<file path="src/rtl/imem_program_loader_pkg.sv">
// Shared types and constants for the instruction-memory program loader.
package imem_loader_pkg;

   typedef enum logic [2:0] {
      StIdle,
      StHdr,
      StData,
      StWrite,
      StVrd,
      StVcmp,
      StDone,
      StError
   } state_e;

   localparam int unsigned HDR_BYTES      = 4;
   localparam int unsigned BYTES_PER_WORD = 4;
   localparam int unsigned SUM_W          = 32;

endpackage

</file>
<file path="src/rtl/imem_program_loader_if.sv">
// Byte stream handshake plus the instruction-memory external port.
// The loader drives the memory side (master); stream source and memory sit on the slave side.
interface imem_program_loader_if;

   logic [7:0]  s_data;
   logic        s_valid;
   logic        s_ready;
   logic [63:0] addr_ext;
   logic        wen_ext;
   logic        ren_ext;
   logic [31:0] wdata_ext;
   logic [31:0] rdata_ext;

   modport master (
      input  s_data, s_valid, rdata_ext,
      output s_ready, addr_ext, wen_ext, ren_ext, wdata_ext
   );

   modport slave (
      output s_data, s_valid, rdata_ext,
      input  s_ready, addr_ext, wen_ext, ren_ext, wdata_ext
   );

endinterface

</file>
<file path="src/rtl/imem_program_loader_byte_packer.sv">
// Little-endian byte-to-word packer shared by the header and data phases.
// The word is presented combinationally together with the 4th accepted byte.
module byte_packer
   import imem_loader_pkg::*;
(
   input  logic        clk,
   input  logic        arst_n,
   input  logic        clear,
   input  logic        in_valid,
   input  logic [7:0]  in_data,
   output logic [31:0] word,
   output logic        word_valid
);

   localparam int unsigned CntW = $clog2(BYTES_PER_WORD);

   logic [31:0]     shift_q;
   logic [CntW-1:0] cnt_q;

   // Newest byte enters at the top, so after four shifts the first byte sits in [7:0].
   assign word       = {in_data, shift_q[31:8]};
   assign word_valid = in_valid && (cnt_q == CntW'(BYTES_PER_WORD - 1));

   // Shift register and byte counter; the counter wraps to 0 after each full word.
   always_ff @(posedge clk or negedge arst_n) begin
      if (!arst_n) begin
         shift_q <= '0;
         cnt_q   <= '0;
      end else if (clear) begin
         shift_q <= '0;
         cnt_q   <= '0;
      end else if (in_valid) begin
         shift_q <= word;
         cnt_q   <= cnt_q + 1'b1;
      end
   end

endmodule

</file>
<file path="src/rtl/imem_program_loader.sv">
// Streaming program loader: header word count N, then N little-endian words written to
// instruction memory, after which cpu_enable is raised. Optional readback checksum verify
// is compiled in with the IMEM_LOADER_VERIFY_EN macro.
module imem_program_loader
   import imem_loader_pkg::*;
#(
   parameter int unsigned MAX_WORDS = 128,
   parameter int unsigned CNT_W     = 16
) (
   input  logic                  clk,
   input  logic                  arst_n,
   input  logic                  start,
   imem_program_loader_if.master bus,
   output logic                  cpu_enable,
   output logic                  busy,
   output logic                  done,
   output logic                  error,
   output logic [CNT_W-1:0]      words_loaded
);

   state_e           state_q;
   logic             s_ready_q;
   logic             wen_q;
   logic [CNT_W+1:0] addr_q;
   logic [31:0]      wdata_q;
   logic             cpu_enable_q;
   logic             busy_q;
   logic             done_q;
   logic             error_q;
   logic [CNT_W-1:0] words_q;
   logic [CNT_W-1:0] idx_q;
   logic [CNT_W-1:0] n_q;

   logic             accept;
   logic             restart;
   logic [31:0]      pk_word;
   logic             pk_valid;
   logic [CNT_W-1:0] idx_inc;
   logic             last_word;
   logic [CNT_W-1:0] hdr_n;
   logic             hdr_bad;

   assign accept    = bus.s_valid && s_ready_q;
   assign restart   = start && ((state_q == StIdle) || (state_q == StDone));
   assign idx_inc   = idx_q + 1'b1;
   assign last_word = (idx_inc == n_q);
   assign hdr_n     = pk_word[CNT_W-1:0];
   assign hdr_bad   = (hdr_n == '0) || (hdr_n > CNT_W'(MAX_WORDS));

   byte_packer u_packer (
      .clk        (clk),
      .arst_n     (arst_n),
      .clear      (restart),
      .in_valid   (accept),
      .in_data    (bus.s_data),
      .word       (pk_word),
      .word_valid (pk_valid)
   );

`ifdef IMEM_LOADER_VERIFY_EN
   logic             ren_q;
   logic [SUM_W-1:0] sum_w_q;
   logic [SUM_W-1:0] sum_r_q;
   logic [SUM_W-1:0] sum_r_nxt;

   assign sum_r_nxt   = sum_r_q + bus.rdata_ext;
   assign bus.ren_ext = ren_q;
`else
   logic unused_rdata;

   assign unused_rdata = ^bus.rdata_ext;
   assign bus.ren_ext  = 1'b0;
`endif

   assign bus.s_ready   = s_ready_q;
   assign bus.wen_ext   = wen_q;
   assign bus.addr_ext  = {{(64 - CNT_W - 2){1'b0}}, addr_q};
   assign bus.wdata_ext = wdata_q;
   assign cpu_enable    = cpu_enable_q;
   assign busy          = busy_q;
   assign done          = done_q;
   assign error         = error_q;
   assign words_loaded  = words_q;

   // Load sequencer; every output is registered here and set for the state being entered.
   always_ff @(posedge clk or negedge arst_n) begin
      if (!arst_n) begin
         state_q      <= StIdle;
         s_ready_q    <= 1'b0;
         wen_q        <= 1'b0;
         addr_q       <= '0;
         wdata_q      <= '0;
         cpu_enable_q <= 1'b0;
         busy_q       <= 1'b0;
         done_q       <= 1'b0;
         error_q      <= 1'b0;
         words_q      <= '0;
         idx_q        <= '0;
         n_q          <= '0;
`ifdef IMEM_LOADER_VERIFY_EN
         ren_q        <= 1'b0;
         sum_w_q      <= '0;
         sum_r_q      <= '0;
`endif
      end else begin
         wen_q <= 1'b0;
`ifdef IMEM_LOADER_VERIFY_EN
         ren_q <= 1'b0;
`endif
         unique case (state_q)
            StIdle, StDone: begin
               if (start) begin
                  state_q      <= StHdr;
                  s_ready_q    <= 1'b1;
                  busy_q       <= 1'b1;
                  cpu_enable_q <= 1'b0;
                  done_q       <= 1'b0;
                  words_q      <= '0;
                  idx_q        <= '0;
`ifdef IMEM_LOADER_VERIFY_EN
                  sum_w_q      <= '0;
                  sum_r_q      <= '0;
`endif
               end
            end
            StHdr: begin
               if (pk_valid) begin
                  n_q <= hdr_n;
                  if (hdr_bad) begin
                     state_q   <= StError;
                     s_ready_q <= 1'b0;
                     busy_q    <= 1'b0;
                     error_q   <= 1'b1;
                  end else begin
                     state_q <= StData;
                  end
               end
            end
            StData: begin
               if (pk_valid) begin
                  state_q   <= StWrite;
                  s_ready_q <= 1'b0;
                  wen_q     <= 1'b1;
                  addr_q    <= {idx_q, 2'b00};
                  wdata_q   <= pk_word;
               end
            end
            StWrite: begin
               idx_q   <= idx_inc;
               words_q <= words_q + 1'b1;
`ifdef IMEM_LOADER_VERIFY_EN
               sum_w_q <= sum_w_q + wdata_q;
`endif
               if (!last_word) begin
                  state_q   <= StData;
                  s_ready_q <= 1'b1;
               end else begin
`ifdef IMEM_LOADER_VERIFY_EN
                  state_q <= StVrd;
                  ren_q   <= 1'b1;
                  addr_q  <= '0;
                  idx_q   <= '0;
`else
                  state_q      <= StDone;
                  busy_q       <= 1'b0;
                  cpu_enable_q <= 1'b1;
                  done_q       <= 1'b1;
`endif
               end
            end
`ifdef IMEM_LOADER_VERIFY_EN
            StVrd: begin
               state_q <= StVcmp;
            end
            StVcmp: begin
               sum_r_q <= sum_r_nxt;
               idx_q   <= idx_inc;
               if (!last_word) begin
                  state_q <= StVrd;
                  ren_q   <= 1'b1;
                  addr_q  <= {idx_inc, 2'b00};
               end else if (sum_r_nxt == sum_w_q) begin
                  state_q      <= StDone;
                  busy_q       <= 1'b0;
                  cpu_enable_q <= 1'b1;
                  done_q       <= 1'b1;
               end else begin
                  state_q <= StError;
                  busy_q  <= 1'b0;
                  error_q <= 1'b1;
               end
            end
`endif
            StError: begin
               // Terminal until reset; start is deliberately ignored.
            end
            default: state_q <= StIdle;
         endcase
      end
   end

endmodule

</file>
<file path="src/flat_wrapper.sv">
// flat-port wrapper written by rule: the top's interface ports become plain ports
module imem_program_loader_flat import imem_loader_pkg::*;
#(
   parameter int unsigned MAX_WORDS = 128,
   parameter int unsigned CNT_W     = 16
)
  (clk, arst_n, start, cpu_enable, busy, done, error, words_loaded, bus_s_data, bus_s_valid, bus_rdata_ext, bus_s_ready, bus_addr_ext, bus_wen_ext, bus_ren_ext, bus_wdata_ext);
  imem_program_loader_if bus_i ();
  input  logic clk;
  input  logic arst_n;
  input  logic start;
  output logic cpu_enable;
  output logic busy;
  output logic done;
  output logic error;
  output logic [CNT_W-1:0] words_loaded;
  input wire logic [$bits(bus_i.s_data)-1:0] bus_s_data;
  input wire logic [$bits(bus_i.s_valid)-1:0] bus_s_valid;
  input wire logic [$bits(bus_i.rdata_ext)-1:0] bus_rdata_ext;
  output wire logic [$bits(bus_i.s_ready)-1:0] bus_s_ready;
  output wire logic [$bits(bus_i.addr_ext)-1:0] bus_addr_ext;
  output wire logic [$bits(bus_i.wen_ext)-1:0] bus_wen_ext;
  output wire logic [$bits(bus_i.ren_ext)-1:0] bus_ren_ext;
  output wire logic [$bits(bus_i.wdata_ext)-1:0] bus_wdata_ext;
  assign bus_i.s_data = bus_s_data;
  assign bus_i.s_valid = bus_s_valid;
  assign bus_i.rdata_ext = bus_rdata_ext;
  assign bus_s_ready = bus_i.s_ready;
  assign bus_addr_ext = bus_i.addr_ext;
  assign bus_wen_ext = bus_i.wen_ext;
  assign bus_ren_ext = bus_i.ren_ext;
  assign bus_wdata_ext = bus_i.wdata_ext;
  imem_program_loader #(.MAX_WORDS(MAX_WORDS), .CNT_W(CNT_W)) u_core (.clk(clk), .arst_n(arst_n), .start(start), .bus(bus_i), .cpu_enable(cpu_enable), .busy(busy), .done(done), .error(error), .words_loaded(words_loaded));
endmodule
</file>
<file path="config.mk">
export PLATFORM = sky130hd
export DESIGN_NAME = imem_program_loader_flat
export DESIGN_NICKNAME = d
export VERILOG_FILES = /design/src/rtl/imem_program_loader_pkg.sv /design/src/rtl/imem_program_loader_if.sv /design/src/rtl/imem_program_loader_byte_packer.sv /design/src/rtl/imem_program_loader.sv /design/src/flat_wrapper.sv
export SDC_FILE = /design/constraint.sdc
export NUM_CORES = 1
export LEC_CHECK = 0
export ABC_AREA = 0
export BUFFER_PORTS_ARGS = -buffer_cell sky130_fd_sc_hd__buf_2
export CAP_MARGIN = 20
export CELL_PAD_IN_SITES_DETAIL_PLACEMENT = 1
export CELL_PAD_IN_SITES_GLOBAL_PLACEMENT = 2
export CORE_ASPECT_RATIO = 1.25
export CORE_UTILIZATION = 38
export CTS_BUF_LIST = sky130_fd_sc_hd__clkbuf_2
export CTS_CLUSTER_SIZE = 10
export DETAILED_ROUTE_END_ITERATION = 8
export PLACE_DENSITY = 0.93
export SYNTH_ARGS = -nofsm -noshare
export SYNTH_HDL_FRONTEND = slang
export SYNTH_HIERARCHICAL = 1
export SYNTH_SLANG_ARGS = --single-unit
</file>
<file path="constraint.sdc">
create_clock -name clk -period 5.45 [get_ports clk]
set_input_delay 0.2725 -clock clk [delete_from_list [all_inputs] [get_ports clk]]
set_output_delay 0.2725 -clock clk [all_outputs]
set_load 0.02 [all_outputs]
</file>
## Word-level counts from Yosys, hierarchy flattened

Cells that the tools add are included.

| word-level totals | value |
|---|---|
| flip-flop bits (word level) | 138 |
| input port bits | 44 |
| logic and storage cells | 77 |

| operators by class | value |
|---|---|
| add/sub/neg operators | 3 |
| order comparisons | 1 |
| equality and inequality tests | 13 |
| mux-type cells | 26 |
| bitwise operators | 1 |
| reduce and logical (&&, ||, !) cells | 20 |

Operators by type and width:

| cell | count |
|---|---|
| two-way mux 32 bit | 2 |
| one-hot mux 16 bit (2 select lines) | 2 |
| adder 16 x 1 -> 16 bit, second input constant | 2 |
| equality test 16 bit | 1 |
| greater-than comparator 16 x 8 -> 1 bit, second input constant | 1 |
| logical NOT 16 bit | 1 |
| two-way mux 16 bit | 1 |
| two-way mux 3 bit | 5 |
| one-hot mux 3 bit (5 select lines) | 1 |
| two-way mux 1 bit | 10 |
| != test 2 x 1 -> 1 bit, second input constant | 4 |
| equality test 3 x 2 -> 1 bit, second input constant | 2 |
| equality test 3 bit, second input constant | 2 |
| AND reduction 2 bit | 3 |
| AND reduction 3 bit | 2 |
| AND reduction 6 bit | 1 |
| AND reduction 5 bit | 1 |
| two-way mux 2 bit | 2 |
| != test 2 bit, second input constant | 2 |
| one-hot mux 1 bit (4 select lines) | 1 |
| AND reduction 4 bit | 1 |
| nonzero test 2 bit | 2 |
| nonzero test 4 bit | 1 |
| equality test 3 x 1 -> 1 bit, second input constant | 1 |
| other kinds (10) | 13 |

## Logic depth before layout (Yosys ltp)

Gate-level depths: netlist of run 1.

| logic depth | value |
|---|---|
| depth after elaboration | 5 |
| depth in mapped cells | 10 |

## Hierarchy

The synthesis of run 1 kept the hierarchy.

Modules (own cells, without submodules):

| module | times used | cells each | area each (µm²) | seq. area each (µm²) |
|---|---|---|---|---|
| imem_program_loader | 1 | 484 | 5268.8 | 2602.5 |
| byte_packer | 1 | 94 | 1153.6 | 650.6 |

## Worst setup path before layout of run 1

Ideal clock, no wire load.

| timing | value |
|---|---|
| kind | register to register |
| start point | register u_core.s_ready_q, in the netlist u_core/bus.s_ready |
| end point | register u_core.wdata_q[0], in the netlist u_core/bus.wdata_ext[0] |
| library setup time | 125 ps |
| arrival time | 2257 ps |
| slack | 3068 ps |
| stages on the path, launching flop included | 9 |
| path buffers | 3 |
| period minus slack after synthesis | 2382 ps |
| path through | dfrtp_1 > and2_1 > buf_6 > buf_12 > and2_1 > nand2_1 > nor3_1 > clkbuf_1 > mux2_2 |

| between the ends | value |
|---|---|
| cells in the longest elaborated chain, start to end | 3 |

RTL lines:

| what | RTL line | source |
|---|---|---|
| from (decl) | imem_program_loader.sv:22 | `logic s_ready_q;` |
| from (signal assigned) | imem_program_loader.sv:89 | `s_ready_q <= 1'b0;` |
| from (signal assigned) | imem_program_loader.sv:114 | `s_ready_q <= 1'b1;` |
| from (signal assigned) | imem_program_loader.sv:131 | `s_ready_q <= 1'b0;` |
| logical AND 1 bit | imem_program_loader.sv:43 | `assign accept = bus.s_valid && s_ready_q;` |
| named net u_core.accept | imem_program_loader.sv:34 | `logic accept;` |
| logical AND 1 bit | imem_program_loader_byte_packer.sv:22 | `assign word_valid = in_valid && (cnt_q == CntW'(BYTES_PER_WORD - 1));` |
| named net u_core.pk_valid | imem_program_loader.sv:37 | `logic pk_valid;` |
| AND reduction 2 bit (no source line) | -- |  |
| to (signal assigned) | imem_program_loader.sv:145 | `wdata_q <= pk_word;` |
| to (decl) | imem_program_loader.sv:25 | `logic [31:0] wdata_q;` |

The timed path passes the listed nets, and every way through them passes these cells.
A chain may end at the register's enable or synchronous reset.

## Worst setup path after layout of run 1

| timing | value |
|---|---|
| start point | register u_core.state_q[2] |
| end point | register u_core.idx_q[6] |

| between the ends | value |
|---|---|
| cells in the longest elaborated chain, start to end | 4 |

RTL lines:

| what | RTL line | source |
|---|---|---|
| from (decl) | imem_program_loader.sv:21 | `state_e state_q;` |
| from (signal assigned) | imem_program_loader.sv:88 | `state_q <= StIdle;` |
| from (signal assigned) | imem_program_loader.sv:113 | `state_q <= StHdr;` |
| from (signal assigned) | imem_program_loader.sv:130 | `state_q <= StError;` |
| equality test 3 bit or logical NOT 3 bit (tied branches) | imem_program_loader.sv:110 | `unique case (state_q)` |
| OR reduction 2 bit | imem_program_loader.sv:110 |  |
| != test 2 bit (no source line) or nonzero test 2 bit (tied branches) | -- |  |
| AND reduction 2 bit (no source line) | -- |  |
| to (signal assigned) | imem_program_loader.sv:149 | `idx_q <= idx_inc;` |
| to (decl) | imem_program_loader.sv:31 | `logic [CNT_W-1:0] idx_q;` |

Parallel ways exist; a longest one is shown, timed or not.

==> results.toml, run 1 <==
[setup_path]
critPathBufInv = 2
critPathCaptureType = "flip-flop"
arrival_ns = 3.83
crit_type = "reg -> reg"
critPathMostFrequentCell = "o21ai_0"
rrSetupSlack_ns = 2.19
path_cells = "nand2b_1 -> nand4_1 -> inv_1 -> nor2_1 -> buf_4 -> o21ai_0 -> o21ai_0"
slowest_stage = "inv_1"
rr_startpoint = "u_core/state_q[2]"
crit_cells = 7
endpoint = "u_core/idx_q[6]"
reg2reg_to = "u_core/idx_q[6]"
start_kind = "flip-flop"
worst_path_largest_cell_delay_ns = 0.97
startpoint = "u_core/state_q[2]"
worstPathRequired_ns = 6.02
critPathMaxFanout = 27
crit_family = "buffers and inverters"
r2r_cells = 7

[routing]
wl_per_cell_um = 16.9
dr.pass1.iters = 4
dr_total_vias = 4512
first_iter_violations = 133
wl_um = 15000
drcViolationCount = 0
ant_nets = 0
vias_per_cell = 5.08

[timing]
clock_skew_ns = 0.0298
layout_worst_path_cycle_share_pct = 59.8
grt_setup_unrepaired = "false"
fin_crit_ns = 3.26
fmax_mhz = 307
tightest_slew_ns = 0.921
maxSlewViolCount = 0
hold-worst-slack_ns = 0.333
tns_ns = 0
hold_viol = 0
maxSlewHeadroom_pct = 38.5
setup_viol_count_final = 0

[synthesis]
synthTopCellsByArea = "dfrtp_1 (51%), mux2_2 (11%), buf_4 (7.0%)"
ys_seq_area_share_pct = 50.7
synth.most_common_cell = "dfrtp_1"
yosysUniqueCellTypes = 54
synth_top_cells_by_count = "dfrtp_1 (130), mux2_2 (62), buf_4 (60), nor2_1 (49), o21ai_0 (46)"
synth_edf_count = 0
synth_top_flop_cell = "dfrtp_1"
synth_top_area_share_pct = 50.7
ys_ff_latch = 130
synth_warnings = 6
async_reset_ff_share_pct = 100
yosysTopAreaCell = "dfrtp_1"
syn_inst = 578
syn_area_um2 = 6420
syn_area_per_cell_um2 = 11.1

[cells_and_area]
fin_nets = 706
diodes = 0
drive_above_1_share_pct = 28.7
nFillCells = 1841
area_delta_synth_final_pct = 10.3

[global_route]
grt_usage_pct = 17.9
grt_pass1_wl_um = 24600
grt_max_degree = 78
antenna_found_initial = 0
grt_pass1_vias = 4716
grt_overflow = 0

[clock_tree]
clock_latency_ns = 0.71
cts_resized = 0
cts_made_buffers = 17
cts_setup_buffers = 0
cts.path.max_buffers = 2
cts-htree-levels = 4
cts_tree = "built"
cts.clk_slew.worst_paths_ns = 0.21
cts_root_buffer = "clkbuf_2"
ctsHoldBuffers = 10
cts.sinks = 130

[power]
peakVddDrop_mv = 0.239
clkPwrFrac_pct = 17.5
switchingPower_uw = 1230
combPwrFrac_pct = 33.6
p_sw_share_pct = 40.3
power_density_nw_per_um2 = 429
internal_power_uw = 1810
total_leakage_power_uw = 0.00360
pwr-share-seq_pct = 48.9

[floorplan]
dieHeight_um = 147
core_area_um2 = 16300
ios = 163
die_x_um = 118
initial_utilization_pct = 39.3
rows = 52
dieArea_um2 = 17400

[worst_hold_path]
hp-class = "in -> reg"
holdPathStages = 5

[place]
port_buffers = 81
gp_routability_congestion = 0.784
dpl.hpwl_um = 10400

[status]
status = "finished, final reports clean"

[job]
cap_viol_max_count = 0
cell type report:
class	count	area (um2)	share of cell area (%)
inverter	7	26.3	0.371
tap	216	270	3.82
multi-input combinational	402	2730	38.5
clock buffer	19	95.1	1.34
sequential	130	3250	45.9
clock inverter	13	115	1.63
timing repair buffer	101	598	8.44
power groups by stage:
stage	registers, uW	logic (uW)	clock network, uW
after floorplan	1520	693	0
after global placement	1480	965	0
after detailed placement	1510	1020	0
after CTS	1490	1030	554
after global routing	1520	1120	591
final	1490	1020	533
placed cells by master (no fill, tap or decap), drive strengths merged, types with 15 or more instances in the layout:
cell type / n
dfrtp: 130
mux2: 66
nand2: 36
conb: 49
nand3: 15
o21ai: 46
nor2: 50
clkbuf: 19
buf: 90
mux2i: 27
sequential cells by signal, indices dropped and copies added (netlist names):
register,cells
u_core/u_packer/cnt_q,2
u_core/state_q,3
u_core/u_packer/shift_q,24
u_core/n_q,16
u_core/error,1
u_core/addr_q,16
u_core/bus.wen_ext,1
u_core/busy,1
u_core/done,1
u_core/idx_q,16
u_core/bus.wdata_ext,32
u_core/words_loaded,16
u_core/bus.s_ready,1
through the flow:
stage	cells	utilization, %	area [um2]	power [uW]	setup slack, ns
finish	888	43.4	7080	3040	2.19
global route	888	43.4	7080	3230	1.91
CTS	886	43.2	7050	3070	2.19
detailed placement	844	41.3	6740	2530	2.24
global placement	844	41.3	6740	2450	2.36
floorplan	626	-	6600	2210	3.07
routing by layer:
metal  track usage, %  share of wire, %  up-vias
met5                0                 0        -
met3             4.85               4.1       22
li1                 -                 -     2084
met2             31.5                52      105
met4             5.83               1.4        0
met1             21.1                43     2301
worst reg2reg max path, cell delays in order (launching register included):
cell and delay (ns):
dfrtp_1 0.53, nand2b_1 0.26, nand4_1 0.65, inv_1 0.98, nor2_1 0.15, buf_4 0.25
o21ai_0 0.20, o21ai_0 0.12
cell families after synthesis:
| group | Yosys count | synth area share (%) |
|---|---|---|
| AND/OR/NAND/NOR | 143 | 11.4 |
| adder cells (fa/ha/maj) | 3 | 0.585 |
| AO/OA/AOI/OAI | 89 | 8.36 |
| buffers and inverters | 94 | 9.80 |
| multiplexers | 93 | 15.8 |
| flip-flops | 130 | 50.7 |
| other | 1 | 0.0584 |
| XOR/XNOR | 25 | 3.41 |
worst min path at each step:
stage / from / slack, ns / to
floorplan: arst_n / -0.02 / u_core/addr_q[10]
global placement: u_core/words_loaded[15] / 0.46 / u_core/words_loaded[15]
detailed placement: u_core/error / 0.47 / u_core/error
CTS: arst_n / 0.22 / u_core/u_packer/shift_q[8]
global route: bus_s_data[3] / 0.27 / u_core/bus.wdata_ext[27]
finish: bus_s_valid / 0.33 / u_core/u_packer/shift_q[9]
(Power assumes the default switching activity.)
==> inputs of run 2 (changes only) <==
Settings changed: ABC_AREA 0 to 1, CORE_UTILIZATION 38 to 29, PLACE_DENSITY 0.93 to 0.83.
Clock period 5.45 ns to 2.9 ns, I/O delays scaled along.
==> results.toml, run 2 <==
[timing]
clock_skew_ns = 0.0466
setup_viol_count_final = 0
layout_worst_path_cycle_share_pct = 79.6
maxSlewHeadroom_pct = 51.4
fmax_mhz = 433
finalWorstSetupSlack_ns = 0.591
hold_viol = 0
grt_setup_unrepaired = "false"
fin_crit_ns = 2.31
tns_ns = 0
maxSlewViolCount = 0
tightest_slew_ns = 0.720

[synthesis]
synth_compound_gate_area_share_pct = 7.04
synth_top_flop_cell = "dfrtp_1"
synth_warnings = 6
syn_inst = 847
yosysUniqueCellTypes = 35
syn_area_per_cell_um2 = 7.95
yosysTopAreaCell = "dfrtp_1"
muxShareOfSynthArea_pct = 0
synth_top_cells_by_count = "nand2_1 (299), dfrtp_1 (130), inv_1 (77), o21ai_0 (67), nand3_1 (66)"
yosys.area_share.simple_pct = 30.5
syn_area_um2 = 6740
synth_xor_area_share_pct = 0.260
synth.most_common_cell = "nand2_1"
synth_top_area_share_pct = 48.3
async_reset_ff_share_pct = 100
synth_edf_count = 0
synth_fa_ha_area_share_pct = 0.557
ys_ff_latch = 130
ys_seq_area_share_pct = 48.3
synth_top_family_by_area = "simple AND/OR/NAND/NOR gates"
synthTopCellsByArea = "dfrtp_1 (48%), nand2_1 (17%), buf_4 (6.5%)"

[job]
cap_viol_max_count = 0

[routing]
dr.pass1.iters = 8
wl_um = 18200
drt-met1-wl_um = 7860
met3WireLength_um = 663
dr_total_vias = 5583
vias_per_cell = 4.53
wl_per_cell_um = 14.7
drcViolationCount = 2
top_layer = "met4"
ant_nets = 0
wl_met2_um = 9320
first_iter_violations = 205

[clock_tree]
cts.sinks = 130
cts.path.max_buffers = 2
cts_root_buffer = "clkbuf_2"
cts.clk_slew.worst_paths_ns = 0.21
cts_resized = 0
cts_tree = "built"
clock_latency_ns = 0.72
cts-htree-levels = 4
cts_made_buffers = 17

[setup_path]
r2r_cells = 15
crit_type = "reg -> reg"
start_kind = "flip-flop"
critPathCaptureType = "flip-flop"
reg2reg_to = "u_core/busy"
critPathMaxFanout = 12
rr_startpoint = "u_core/idx_q[2]"
worstPathRequired_ns = 3.51
rrSetupSlack_ns = 0.59
arrival_ns = 2.92

[floorplan]
dieHeight_um = 172
rows = 62
initial_utilization_pct = 29.4
die_x_um = 138
dieArea_um2 = 23800
ios = 163
core_area_um2 = 22900

[cells_and_area]
final_cell_mix = "nand2_1 (299), dfrtp_1 (130), buf_2 (80)"
area_delta_synth_final_pct = 12.1
drive_above_1_share_pct = 16.3
final_common_cell = "nand2_1"
largest_reg_flops = 32
fin_nets = 979

[place]
port_buffers = 81
dpl.hpwl_um = 12900
gp_routability_congestion = 0.794
place_ws_ns = 0.574

[global_route]
grt_pass1_wl_um = 29300
antenna_found_initial = 1
grt_usage_pct = 15.8
grt_pass1_vias = 5687
grt_overflow = 0
grt_max_degree = 54

[power]
total_leakage_power_uw = 0.00424
peakVddDrop_mv = 0.219
power_density_nw_per_um2 = 409

[worst_hold_path]
hp-class = "in -> reg"
holdPathStages = 6
worstHoldStart = "bus_s_valid"
hold_path_end = "u_core/u_packer/shift_q[27]"

[status]
violations = "DRC"
status = "finished, violations left"
## run 2: changes by cell type after synthesis, moves of 10 or more
cell,delta
inv_1,+70
xor2_1,-10
mux2_2,-62
nand3_2,+20
nand3_1,+51
nor2_1,-12
xnor2_1,-13
nand2_1,+263
o21ai_0,+21
mux2i_1,-27
## run 2: kinds of logic after synthesis
kind of cell               after synthesis
AOI/OAI and AO/OA                       89
xor gates and xnor gates                 2
adders and majority gates                3
buffers and inverters                  163
DFF                                    130
other                                    1
and+or+nand+nor                        459
## run 2: routing by layer
| metal | GRT usage, % | vias to the layer above |
|---|---|---|
| li1 | - | 2769 |
| met2 | 28.8 | 101 |
| met1 | 18.3 | 2685 |
| met3 | 3.74 | 28 |
| met5 | 0 | - |
| met4 | 5.32 | 0 |
## run 2: layout make-up
cell class              instances  area, um2
multi-input cells             602       2770
inverters                      79        299
clock inverters                12        143
clock buffers                  18       90.1
diodes                          2       5.00
fillers                      2811      15300
well taps                     288        360
flip-flops and latches        130       3250
repair buffers                102        629
## run 2: stage by stage
step / hold WS, ns / cell area, um2 / power (uW) / std cells / util (%)
after global routing: 0.0864 / 7550 / 3220 / 1232 / 33.0
after floorplan: -0.151 / 6920 / 1960 / 895 / -
after detailed placement: 0.150 / 7180 / 1960 / 1189 / 31.4
after global placement: 0.139 / 7180 / 1960 / 1189 / 31.4
final: 0.129 / 7550 / 3090 / 1233 / 33.0
after CTS: 0.0715 / 7550 / 3140 / 1231 / 33.0
## run 2: worst max path at each step
stage                                  start           endpoint  slack (ns)
final                        u_core/idx_q[2]        u_core/busy        0.59
after global routing         u_core/idx_q[2]  u_core/state_q[2]        0.24
after CTS                    u_core/idx_q[0]        u_core/done        0.54
after detailed placement     u_core/idx_q[0]        u_core/busy        0.57
after global placement       u_core/idx_q[0]        u_core/done        0.62
after floorplan           u_core/bus.s_ready   u_core/addr_q[4]        0.96
## run 2: report_power, final
part / switching (uW) / internal (uW) / leakage, uW
logic: 101 / 23.5 / 0.00247
clock network: 683 / 466 / 0.000144
registers: 0 / 1810 / 0.00162
## run 2: critical path, cell delays in order (launching register included)
cell	delay [ns]
dfrtp_1	0.52
nand2_1	0.09
nor2_2	0.40
nand2_1	0.20
nand2_1	0.11
nand2_1	0.08
nand2_1	0.08
nand2_1	0.06
nor2_1	0.08
nand2_1	0.05
nor2_1	0.18
nand3_1	0.10
nand2_1	0.09
nand2_1	0.06
nand2_1	0.05
nand2_1	0.05
## run 2: timing repair
action,4_1_cts,5_1_grt
setup endpoints to repair,0,0
hold endpoints to repair,158,0
buffers inserted,0,0
hold buffers,12,0
==> inputs of run 3 (changes only) <==
Settings changed: ABC_AREA 1 to 0, CORE_UTILIZATION 29 to 35, PLACE_DENSITY 0.83 to 0.87.
Clock period 2.9 ns to 2.3 ns, I/O delays scaled along.
==> results.toml, run 3 (synthesized netlist as in run 1, its figures left out) <==
[status]
status = "finished, final reports clean"

[timing]
hold_viol = 0
maxSlewViolCount = 0
fin_crit_ns = 2.17
tns_ns = 0
clock_skew_ns = 0.0360
grt_setup_unrepaired = "false"
layout_worst_path_cycle_share_pct = 94.3
fmax_mhz = 461
setup_viol_count_final = 0

[floorplan]
rows = 55
dieHeight_um = 153
ios = 163
dieArea_um2 = 18900
die_x_um = 123
core_area_um2 = 18000
initial_utilization_pct = 35.6

[cells_and_area]
final_cell_mix = "dfrtp_1 (128), buf_2 (80), mux2_2 (62)"
diodes = 0
finalInstanceArea_um2 = 7510
nFillCells = 2025
area_delta_synth_final_pct = 16.9
largest_reg_flops = 32
drive_above_1_share_pct = 32.1
final_common_cell = "dfrtp_1"
fin_nets = 729

[setup_path]
critPathMostFrequentCell = "and2_1"
critPathCaptureType = "flip-flop"
rr_startpoint = "u_core/bus.s_ready"
critPathMaxFanout = 37
worstPathRequired_ns = 2.89
crit_type = "reg -> reg"
worst_path_largest_cell_delay_ns = 0.48
rrSetupSlack_ns = 0.13
slowest_stage = "dfrtp_1"
path_cells = "and2_1 -> and2_1 -> nand2_1 -> nor3_2 -> buf_12 -> mux2_2"
start_kind = "flip-flop"
arrival_ns = 2.76
startpoint = "u_core/bus.s_ready"

[global_route]
antenna_found_initial = 0
grt_max_degree = 46
grt_pass1_vias = 4958
grt_usage_pct = 17.8
grt_overflow = 0
grt_pass1_wl_um = 25900

[place]
placed_area_um2 = 6960
port_buffers = 81
dpl.hpwl_um = 10900
gp_routability_congestion = 0.783

[power]
peakVddDrop_mv = 0.568
total_leakage_power_uw = 0.00384
power_density_nw_per_um2 = 1080

[clock_tree]
cts.path.max_buffers = 2
cts_tree = "built"
cts-htree-levels = 4
cts.clk_slew.worst_paths_ns = 0.22
cts_made_buffers = 17
cts.sinks = 130
clock_latency_ns = 0.71
cts_root_buffer = "clkbuf_2"

[routing]
wl_um = 15900
drcViolationCount = 0
first_iter_violations = 162
vias_per_cell = 5.01
dr_total_vias = 4623
ant_nets = 0
dr.pass1.iters = 4
wl_per_cell_um = 17.2

[job]
cap_viol_max_count = 0

[worst_hold_path]
hp-class = "in -> reg"
worstHoldStart = "bus_s_valid"
run 3: stage by stage:
stage	setup WS, ns	cells	power (uW)	hold slack (ns)	util (%)
4_1_cts	0.0202	921	8140	0.0255	41.4
2_1_floorplan	0.0153	626	5240	-0.181	-
3_3_place_gp	0.132	877	5880	0.158	38.6
5_1_grt	0.000514	923	8600	0.0921	41.6
3_5_place_dp	0.0462	877	6060	0.178	38.6
6_report	0.132	923	8090	0.120	41.6
run 3: cell type report:
type                    instances  area (um2)  area share (%)
repair buffers                124         816            10.9
well taps                     228         285            3.80
inverters                       7        26.3           0.350
flip-flops and latches        130        3260            43.4
multi-input cells             402        2750            36.7
clock buffers                  17        85.1            1.13
clock inverters                15         285            3.80
run 3: repair_timing:
action / CTS / global route
resized for setup: 0 / 8
hold buffers: 12 / 0
setup buffers: 0 / 2
setup endpoints to repair: 0 / 4
endpoints found under the hold margin: 153 / 0
run 3: worst max-delay path: cells and delay by family (launching register included):
family / cells / cell delay [ns]
and+or+nand+nor: 4 / 0.89
DFF: 1 / 0.48
muxes: 1 / 0.37
buffers and inverters: 1 / 0.27
run 3: layer usage:
metal / vias up / part of all wire (%) / track usage (%)
met1: 2356 / 42 / 21.1
met3: 23 / 4.3 / 4.25
met4: 0 / 1.9 / 7.23
met5: - / 0 / 0
li1: 2125 / - / -
met2: 119 / 52 / 30.4
run 3: path summary, 6_finish.rpt:
path / end / depth (start not counted)
worst max-delay path: u_core/addr_q[16] / 6
worst min-delay path: u_core/state_q[0] / 5
worst max register to register: u_core/addr_q[16] / 6
worst min register to register: u_core/error / 1
max in group asynchronous: u_core/bus.wdata_ext[31] / 4
min in group asynchronous: u_core/busy / 4
run 3: power by group:
| group | internal, uW | total [uW] | switching [uW] |
|---|---|---|---|
| registers | 2890 | 3500 | 610 |
| clock network | 1140 | 2030 | 881 |
| logic | 1090 | 2560 | 1470 |
| total | 5120 | 8090 | 2960 |
